## src/rtl/fetch_queue_if.sv

```systemverilog
// Fetch-queue bus: ROM port, branch redirect, decode-side handshake and status.
// The fetch_queue drives the slave side; the ROM/decode environment is the master.
interface fetch_queue_if #(
    parameter int unsigned DATA_W  = 32,
    parameter int unsigned IMEM_AW = 8,
    parameter int unsigned DEPTH   = 4
);
    localparam int unsigned CNT_W = $clog2(DEPTH) + 1;

    logic               fetch_en;
    logic [IMEM_AW-1:0] imem_addr;
    logic [DATA_W-1:0]  imem_data;
    logic               br_taken;
    logic [DATA_W-1:0]  br_target;
    logic               stall;
    logic               out_valid;
    logic [DATA_W-1:0]  out_instr;
    logic [DATA_W-1:0]  out_next_pc;
    logic [DATA_W-1:0]  pc;
    logic [CNT_W-1:0]   count;

    modport slave (
        input  fetch_en, imem_data, br_taken, br_target, stall,
        output imem_addr, out_valid, out_instr, out_next_pc, pc, count
    );

    modport master (
        output fetch_en, imem_data, br_taken, br_target, stall,
        input  imem_addr, out_valid, out_instr, out_next_pc, pc, count
    );
endinterface

```

## src/rtl/fetch_queue.sv

```systemverilog
// PC generation, instruction fetch and a DEPTH-entry prefetch FIFO.
// Each entry holds {instruction, PC+PC_INC}; an empty queue presents a NOP (all zeros).
// Interface parameters must match this module's DATA_W/IMEM_AW/DEPTH.
module fetch_queue #(
    parameter int unsigned DATA_W   = 32,
    parameter int unsigned DEPTH    = 4,
    parameter int unsigned IMEM_AW  = 8,
    parameter int unsigned PC_INC   = 4,
    parameter int unsigned RESET_PC = 0
) (
    input logic                clk,
    input logic                reset,
    fetch_queue_if.slave       fq
);
    localparam int unsigned PTR_W = $clog2(DEPTH);
    localparam int unsigned CNT_W = PTR_W + 1;

    logic [DATA_W-1:0] instr_mem_q [DEPTH];
    logic [DATA_W-1:0] npc_mem_q   [DEPTH];

    logic [DATA_W-1:0] pc_q, pc_d;
    logic [CNT_W-1:0]  count_q, count_d;
    logic [PTR_W-1:0]  rd_ptr_q, rd_ptr_d;
    logic [PTR_W-1:0]  wr_ptr_q, wr_ptr_d;

    logic              valid;
    logic              pop;
    logic              push;
    logic [DATA_W-1:0] pc_inc;

    assign pc_inc = pc_q + DATA_W'(PC_INC);
    assign valid  = (count_q != '0);
    assign pop    = valid && !fq.stall;
    // A full queue may still accept a word when the head leaves in the same cycle.
    assign push   = fq.fetch_en && !fq.br_taken && ((count_q < CNT_W'(DEPTH)) || pop);

    // Head entry read straight from storage; forced to zero (NOP) when empty.
    always_comb begin
        fq.out_valid   = valid;
        fq.out_instr   = '0;
        fq.out_next_pc = '0;
        if (valid) begin
            fq.out_instr   = instr_mem_q[rd_ptr_q];
            fq.out_next_pc = npc_mem_q[rd_ptr_q];
        end
        fq.imem_addr = pc_q[IMEM_AW-1:0];
        fq.pc        = pc_q;
        fq.count     = count_q;
    end

    // Next-state: flush beats push/pop; otherwise pointers and count follow push/pop.
    always_comb begin
        pc_d     = pc_q;
        count_d  = count_q;
        rd_ptr_d = rd_ptr_q;
        wr_ptr_d = wr_ptr_q;
        if (fq.br_taken) begin
            pc_d     = fq.br_target;
            count_d  = '0;
            rd_ptr_d = '0;
            wr_ptr_d = '0;
        end else begin
            if (push) begin
                pc_d     = pc_inc;
                wr_ptr_d = wr_ptr_q + PTR_W'(1);
            end
            if (pop) begin
                rd_ptr_d = rd_ptr_q + PTR_W'(1);
            end
            case ({push, pop})
                2'b10:   count_d = count_q + CNT_W'(1);
                2'b01:   count_d = count_q - CNT_W'(1);
                default: count_d = count_q;
            endcase
        end
    end

    // Control state register with synchronous reset.
    always_ff @(posedge clk) begin
        if (reset) begin
            pc_q     <= DATA_W'(RESET_PC);
            count_q  <= '0;
            rd_ptr_q <= '0;
            wr_ptr_q <= '0;
        end else begin
            pc_q     <= pc_d;
            count_q  <= count_d;
            rd_ptr_q <= rd_ptr_d;
            wr_ptr_q <= wr_ptr_d;
        end
    end

    // Entry storage; contents are don't-care until the entry is counted valid.
    always_ff @(posedge clk) begin
        if (push) begin
            instr_mem_q[wr_ptr_q] <= fq.imem_data;
            npc_mem_q[wr_ptr_q]   <= pc_inc;
        end
    end
endmodule
```

## src/flat_wrapper.sv

```systemverilog
// flat-port wrapper written by rule: the top's interface ports become plain ports
module fetch_queue_flat 
#(
    parameter int unsigned DATA_W   = 32,
    parameter int unsigned DEPTH    = 4,
    parameter int unsigned IMEM_AW  = 8,
    parameter int unsigned PC_INC   = 4,
    parameter int unsigned RESET_PC = 0
)
  (clk, reset, fq_fetch_en, fq_imem_data, fq_br_taken, fq_br_target, fq_stall, fq_imem_addr, fq_out_valid, fq_out_instr, fq_out_next_pc, fq_pc, fq_count);
  fetch_queue_if #(.DATA_W(DATA_W), .IMEM_AW(IMEM_AW), .DEPTH(DEPTH)) fq_i ();
  input logic clk;
  input logic reset;
  input wire logic [$bits(fq_i.fetch_en)-1:0] fq_fetch_en;
  input wire logic [$bits(fq_i.imem_data)-1:0] fq_imem_data;
  input wire logic [$bits(fq_i.br_taken)-1:0] fq_br_taken;
  input wire logic [$bits(fq_i.br_target)-1:0] fq_br_target;
  input wire logic [$bits(fq_i.stall)-1:0] fq_stall;
  output wire logic [$bits(fq_i.imem_addr)-1:0] fq_imem_addr;
  output wire logic [$bits(fq_i.out_valid)-1:0] fq_out_valid;
  output wire logic [$bits(fq_i.out_instr)-1:0] fq_out_instr;
  output wire logic [$bits(fq_i.out_next_pc)-1:0] fq_out_next_pc;
  output wire logic [$bits(fq_i.pc)-1:0] fq_pc;
  output wire logic [$bits(fq_i.count)-1:0] fq_count;
  assign fq_i.fetch_en = fq_fetch_en;
  assign fq_i.imem_data = fq_imem_data;
  assign fq_i.br_taken = fq_br_taken;
  assign fq_i.br_target = fq_br_target;
  assign fq_i.stall = fq_stall;
  assign fq_imem_addr = fq_i.imem_addr;
  assign fq_out_valid = fq_i.out_valid;
  assign fq_out_instr = fq_i.out_instr;
  assign fq_out_next_pc = fq_i.out_next_pc;
  assign fq_pc = fq_i.pc;
  assign fq_count = fq_i.count;
  fetch_queue #(.DATA_W(DATA_W), .DEPTH(DEPTH), .IMEM_AW(IMEM_AW), .PC_INC(PC_INC), .RESET_PC(RESET_PC)) u_core (.clk(clk), .reset(reset), .fq(fq_i));
endmodule
```

## config.mk

```make
export PLATFORM = sky130hd
export DESIGN_NAME = fetch_queue_flat
export DESIGN_NICKNAME = d
export VERILOG_FILES = /design/src/rtl/fetch_queue_if.sv /design/src/rtl/fetch_queue.sv /design/src/flat_wrapper.sv
export SDC_FILE = /design/constraint.sdc
export NUM_CORES = 1
export LEC_CHECK = 0
export ABC_AREA = 1
export BUFFER_PORTS_ARGS = -buffer_cell sky130_fd_sc_hd__buf_4
export CAP_MARGIN = 15
export CORE_MARGIN = 4
export CORE_UTILIZATION = 45
export DETAILED_ROUTE_END_ITERATION = 12
export PLACE_DENSITY = 0.66
export SYNTH_ARGS = -nofsm -noshare
export SYNTH_HDL_FRONTEND = slang
export SYNTH_SLANG_ARGS = --single-unit
```

## constraint.sdc

```tcl
create_clock -name clk -period 6.3 [get_ports clk]
set_input_delay 0.63 -clock clk [delete_from_list [all_inputs] [get_ports clk]]
set_output_delay 0.63 -clock clk [all_outputs]
set_load 0.05 [all_outputs]
```

==> run metrics, run 1 <==
Rows 60; CTS tree built; sequential power share between 40% and 50%; GRT Util Overall 19.1%; CTS Buffer Depth 3; Setup CP Type reg -> out; Worst-Margin Slew approximately 1000 ps; num ports 177; RSZ-0062 raised after global routing false; largest net degree at the start of global routing 95; top-area cell type share of the netlist area between 60% and 70%; startpoint class of the critical path register; post_cts resized 0; post-route DRC violation count 0; Clock Power Share 40.3%; Yosys warnings 0; Via density 5.19; grt ovf 0; core box area 27300 µm²; global placer's final weighted congestion 0.903; Yosys top cell by area edfxtp_1; initial antenna violation count 0; area grow syn2layout 20.5%; clk slew on worst S/H paths 60 ps; Combinational Power Share 10.2%; Async S/R FF share, synth 0%; P_leak 5.61 nW; met3 Track Usage GR 3.25%; Worst Hold Slack 269 ps; WP data arrival 3200 ps; Place WS 2950 ps; number of library cell types mapped by synthesis 30; Setup Fix Bufs, Post-CTS 0; commonest cells after routing, fill and taps aside nor2_1 (290), edfxtp_1 (256), buf_4 (187); met1 Use GR 27.3%; Finished Cell Area ~15000 µm²; Initial Utilization 46.2%; TNS Setup 0 ps; outcome finished, final reports clean; Slew Limit Fails 0; Area contributors post-synth edfxtp_1 (61%), nor2_1 (8.8%), dfxtp_1 (6.5%); fill count 2317; maximum vdd drop 0.159 mV; Clock Skew 16.2 ps; first-pass GRT wire length approximately 47 mm; Final Util a little under three fifths; vias in the first global route 8775; die area 30700 µm²; Tcrit/Tclk final 60.7%; total CTS buffers 30; WP data required 5670 ps; CTS root buffer clkbuf_16; DRT Pass-1 Iters 5; CP Max Fanout 65; FF+latch count, synth 297; Psw 1.09 mW; Antenna diodes 0; DP Cell Count roughly 1.7k; CP Capture Type output port; share of cells above drive strength 1 about a fifth; routed len/inst 17.6 µm; final hold vios 0; mean cell area of the mapped netlist 10.6 µm²; Synth Cell Area 12600 µm²; Clock Latency Late Sink 560 ps; Post-Route WL 30.5 mm; port bufs between 150 and 200; Placement Cell Area 14200 µm²; GR peak layer met2; Int Pwr around 3.4 mW; Net Sw Frac 24.3%; post-route setup slack 2470 ps; maxcap violations 0; Post-Synthesis Cells approximately 1.2k; fin nets 1410; Hold-fix buffers, CTS 0; min cycle time layout about 3800 ps; HP Class in -> reg; post-synthesis sequential area ratio 67.5%; cell area power density 295 nW/µm²; DP HPWL 18.6 mm; post-route ant nets 0; Synth Flop Type edfxtp_1; Finish-stage setup viols 0; M2 GR Usage 30.9%; Syn Nets roughly 1.3k; Vias around 9k; EDFF count, synth 256; Layout Cells excl Fill around 1.7k; most common cell after layout, fill and taps aside nor2_1; Total Power 4.47 mW; # clock sinks 297; Fmax 261 MHz; Die Ht 175 µm; DIE WIDTH between 150 and 200 µm; Slew HR 30.4%; number of DRC markers in iteration 0 869; CTS H-tree depth 1
==> final timing paths <==
| kind | endpoint | slack [ps] | start | cells past startpoint |
|---|---|---|---|---|
| max | fq_out_next_pc[12] | 2470 | register | 7 |
| min | u_core.instr_mem_q[1][30] | 270 | fq_imem_data[30] | 1 |
| max reg2reg | u_core.instr_mem_q[2][14] | 3410 | u_core.fq.count[2] | 7 |
| min reg2reg | u_core.rd_ptr_q[0] | 480 | u_core.rd_ptr_q[0] | 1 |
==> state kept, by name (all words and copies together), names as in the netlist, named ones only <==
name	count
u_core.rd_ptr_q	2
u_core.instr_mem_q	128
u_core.wr_ptr_q	2
u_core.npc_mem_q	128
u_core.fq.pc	32
u_core.fq.count	3
==> layout make-up <==
cell class | instances | area [µm²] | share of cell area (%)
Timing Repair Buffer | 187 | 1400 | 9.25
Tap cell | 372 | 465 | 3.07
Clock buffer | 34 | 766 | 5.04
Sequential cell | 297 | 8510 | 56.1
Inverter | 60 | 226 | 1.49
Clock inverter | 21 | 238 | 1.57
Multi-Input combinational cell | 758 | 3570 | 23.5
==> cells in the mapped netlist (7+ instances only) <==
cell	count
buf_1	16
a31oi_1	8
nand2_1	139
nand3_1	15
o21ai_0	144
nor2_4	7
a22o_1	8
a21oi_1	95
nor2_1	295
buf_2	19
edfxtp_1	256
clkbuf_1	25
buf_4	11
inv_1	58
dfxtp_1	41
==> cells by family after synthesis <==
logic type      count (synthesis)  share of synthesized area (%)
xor+xnor                       15                           1.40
flops                         297                           67.5
buf+inv                       131                           4.42
fa+ha+maj                       7                          0.755
compound gates                260                           10.7
simple gates                  476                           15.2
==> metal layers <==
metal	vias to the layer above	part of all wire, %	wire length (µm)
met5	-	0	0
met1	4289	45	13700
met2	328	46	13900
met4	0	1.9	573
met3	39	7.7	2330
li1	4317	-	-
==> worst max-delay path: stages, from the launching register on <==
cell and delay [ps]:
dfxtp_2 310, buf_4 630, inv_2 450, buf_4 420
nor2_1 140, o21ai_0 100, a21oi_1 300, buf_4 260
==> power groups by stage <==
| stage | combinational [mW] | clock (mW) | sequential [mW] |
|---|---|---|---|
| 2_1_floorplan | 0.255 | 0 | 2.29 |
| 3_3_place_gp | 0.452 | 0 | 2.26 |
| 3_5_place_dp | 0.458 | 0 | 2.26 |
| 4_1_cts | 0.459 | 1.83 | 2.22 |
| 5_1_grt | 0.489 | 1.91 | 2.22 |
| 6_report | 0.456 | 1.80 | 2.22 |
(Power assumes the default switching activity.)
==> inputs of run 2 (changes only) <==
Clock period 6.3 ns to 3.7 ns, I/O delays scaled along.
==> run metrics, run 2 (same netlist as run 1, synthesis figures left out) <==
outcome finished, final reports clean; startpoint class of the critical path register; GRT Util Overall 19.0%; delay-heaviest family, CP buffers and inverters; reg-to-reg startpoint u_core.fq.count[2]; WP data required 3330 ps; Slew Limit Fails 0; Setup Fix Bufs, Post-CTS 0; maxcap violations 0; post-route DRC violation count 0; Die Ht about 180 µm; Layout Cells excl Fill 1739; hold-critical path depth 1; largest net degree at the start of global routing 81; Min-Delay Startpoint fq_imem_data[16]; Clock Skew approximately 10 ps; num ports around 180; CTS tree built; Fmax 364 MHz; combined area of the multi-input logic cells ~3600 µm²; CP Max Fanout 66; Post-Route WL 29.9 mm; Finish-stage setup viols 0; grt ovf 0; # clock sinks 297; post-route setup slack roughly 950 ps; fill count 2367; Reg2Reg Depth 11; area grow syn2layout 20.8%; maximum vdd drop 0.306 mV; Finished Cell Area approximately 15000 µm²; HP Class in -> reg; Rows 60; core box area 27300 µm²; Via density 5.12; DP Cell Count 1678; post-route ant nets 0; cell area power density ~490 nW/µm²; worst path bufs/invs 2; global placer's final weighted congestion around 0.90; Placement Cell Area between 10000 and 15000 µm²; post_cts resized 0; CTS H-tree depth 1; initial antenna violation count 0; Slew HR between 40% and 50%; CP Cell Sequence buf_4 -> nor2_1 -> nor2_1 -> o21ai_0 -> a21oi_1 -> buf_4; clk slew on worst S/H paths 60 ps; CTS Buffer Depth 3; Setup CP Type reg -> out; CTS root buffer clkbuf_16; most common cell after layout, fill and taps aside nor2_1; RSZ-0062 raised after global routing false; Worst Hold End u_core.instr_mem_q[1][16]; final hold vios 0; sequential cell area 8510 µm²; fin nets around 1.4k; number of DRC markers in iteration 0 701; Slowest-stage cell, CP buf_4; Clock Latency Late Sink 550 ps; first-pass GRT wire length 46.9 mm; Place WS about 1300 ps; share of cells above drive strength 1 19.6%; Worst-Margin Slew 884 ps; RR Endpoint u_core.fq.count[2]; WP data arrival 2380 ps; Initial Utilization 46.2%; P_leak 5.62 nW; DIE WIDTH 175 µm; routed len/inst around 17 µm; vias in the first global route roughly 8.6k; Antenna diodes 0; CP Capture Type output port; Final Util 55.8%; total CTS buffers 31; Tcrit/Tclk final 74.3%; min cycle time layout 2750 ps; die area 30700 µm²; port bufs 176; DP HPWL 18.0 mm; DRT Pass-1 Iters 4; commonest cells after routing, fill and taps aside nor2_1 (290), edfxtp_1 (256), buf_4 (188); Vias between 8k and 9k; R2R Setup Slk 1440 ps; slowest cell delay on critical path 580 ps
## run 2: changes by cell type in the layout (fill, tap and decap cells not counted)
cell | previous run | this run
clkbuf_1 | 4 | 11
clkbuf_16 | 30 | 31
buf_12 | 0 | 3
clkinv_1 | 8 | 5
clkinv_2 | 5 | 6
dlygate4sd3_1 | 0 | 4
bufinv_16 | 5 | 1
buf_4 | 187 | 188
clkinvlp_2 | 1 | 0
inv_6 | 0 | 1
clkinv_8 | 1 | 0
clkbuf_8 | 0 | 1
## run 2: worst max path at each step
stage                                      to  slack, ps  cells past startpoint
finish                      fq_out_next_pc[1]        950                      6
global route                fq_out_next_pc[1]        690                      6
global placement    u_core.instr_mem_q[2][23]       1360                      7
CTS                        fq_out_next_pc[18]        920                      6
detailed placement  u_core.instr_mem_q[2][23]       1320                      7
floorplan            u_core.instr_mem_q[0][0]       -590                      6
## run 2: final cells by class
| class | count | share of cell area (%) |
|---|---|---|
| clock buffers | 43 | 5.46 |
| clock inverters | 14 | 0.650 |
| inverters | 60 | 1.49 |
| multi-input cells | 758 | 23.5 |
| flip-flops and latches | 297 | 55.9 |
| well taps | 372 | 3.06 |
| repair buffers | 195 | 9.93 |
## run 2: routing by layer
layer  part of all wire, %  vias to the layer above  track usage (%)
met5                     0                        -                0
met4                   1.8                        0             4.06
met3                   6.7                       44             3.29
met2                    46                      305             30.5
met1                    45                     4200             27.3
li1                      -                     4346                -
## run 2: report_power, final
part	switching, mW	internal, mW
clock	1.22	1.63
sequential	0.0516	3.72
combinational	0.557	0.225
total	1.83	5.57
## run 2: metrics by stage
step	setup TNS, ps	hold WS (ps)	power [mW]
finish	0	24.2	7.40
global route	0	2.25	7.66
CTS	0	0.0140	7.46
detailed placement	0	461	4.62
global placement	0	447	4.62
floorplan	-151150	436	4.34
## run 2: timing repair
item / CTS / global route
endpoints found under the hold margin: 15 / 0
endpoints found under the setup margin: 0 / 0
hold buffers: 4 / 0
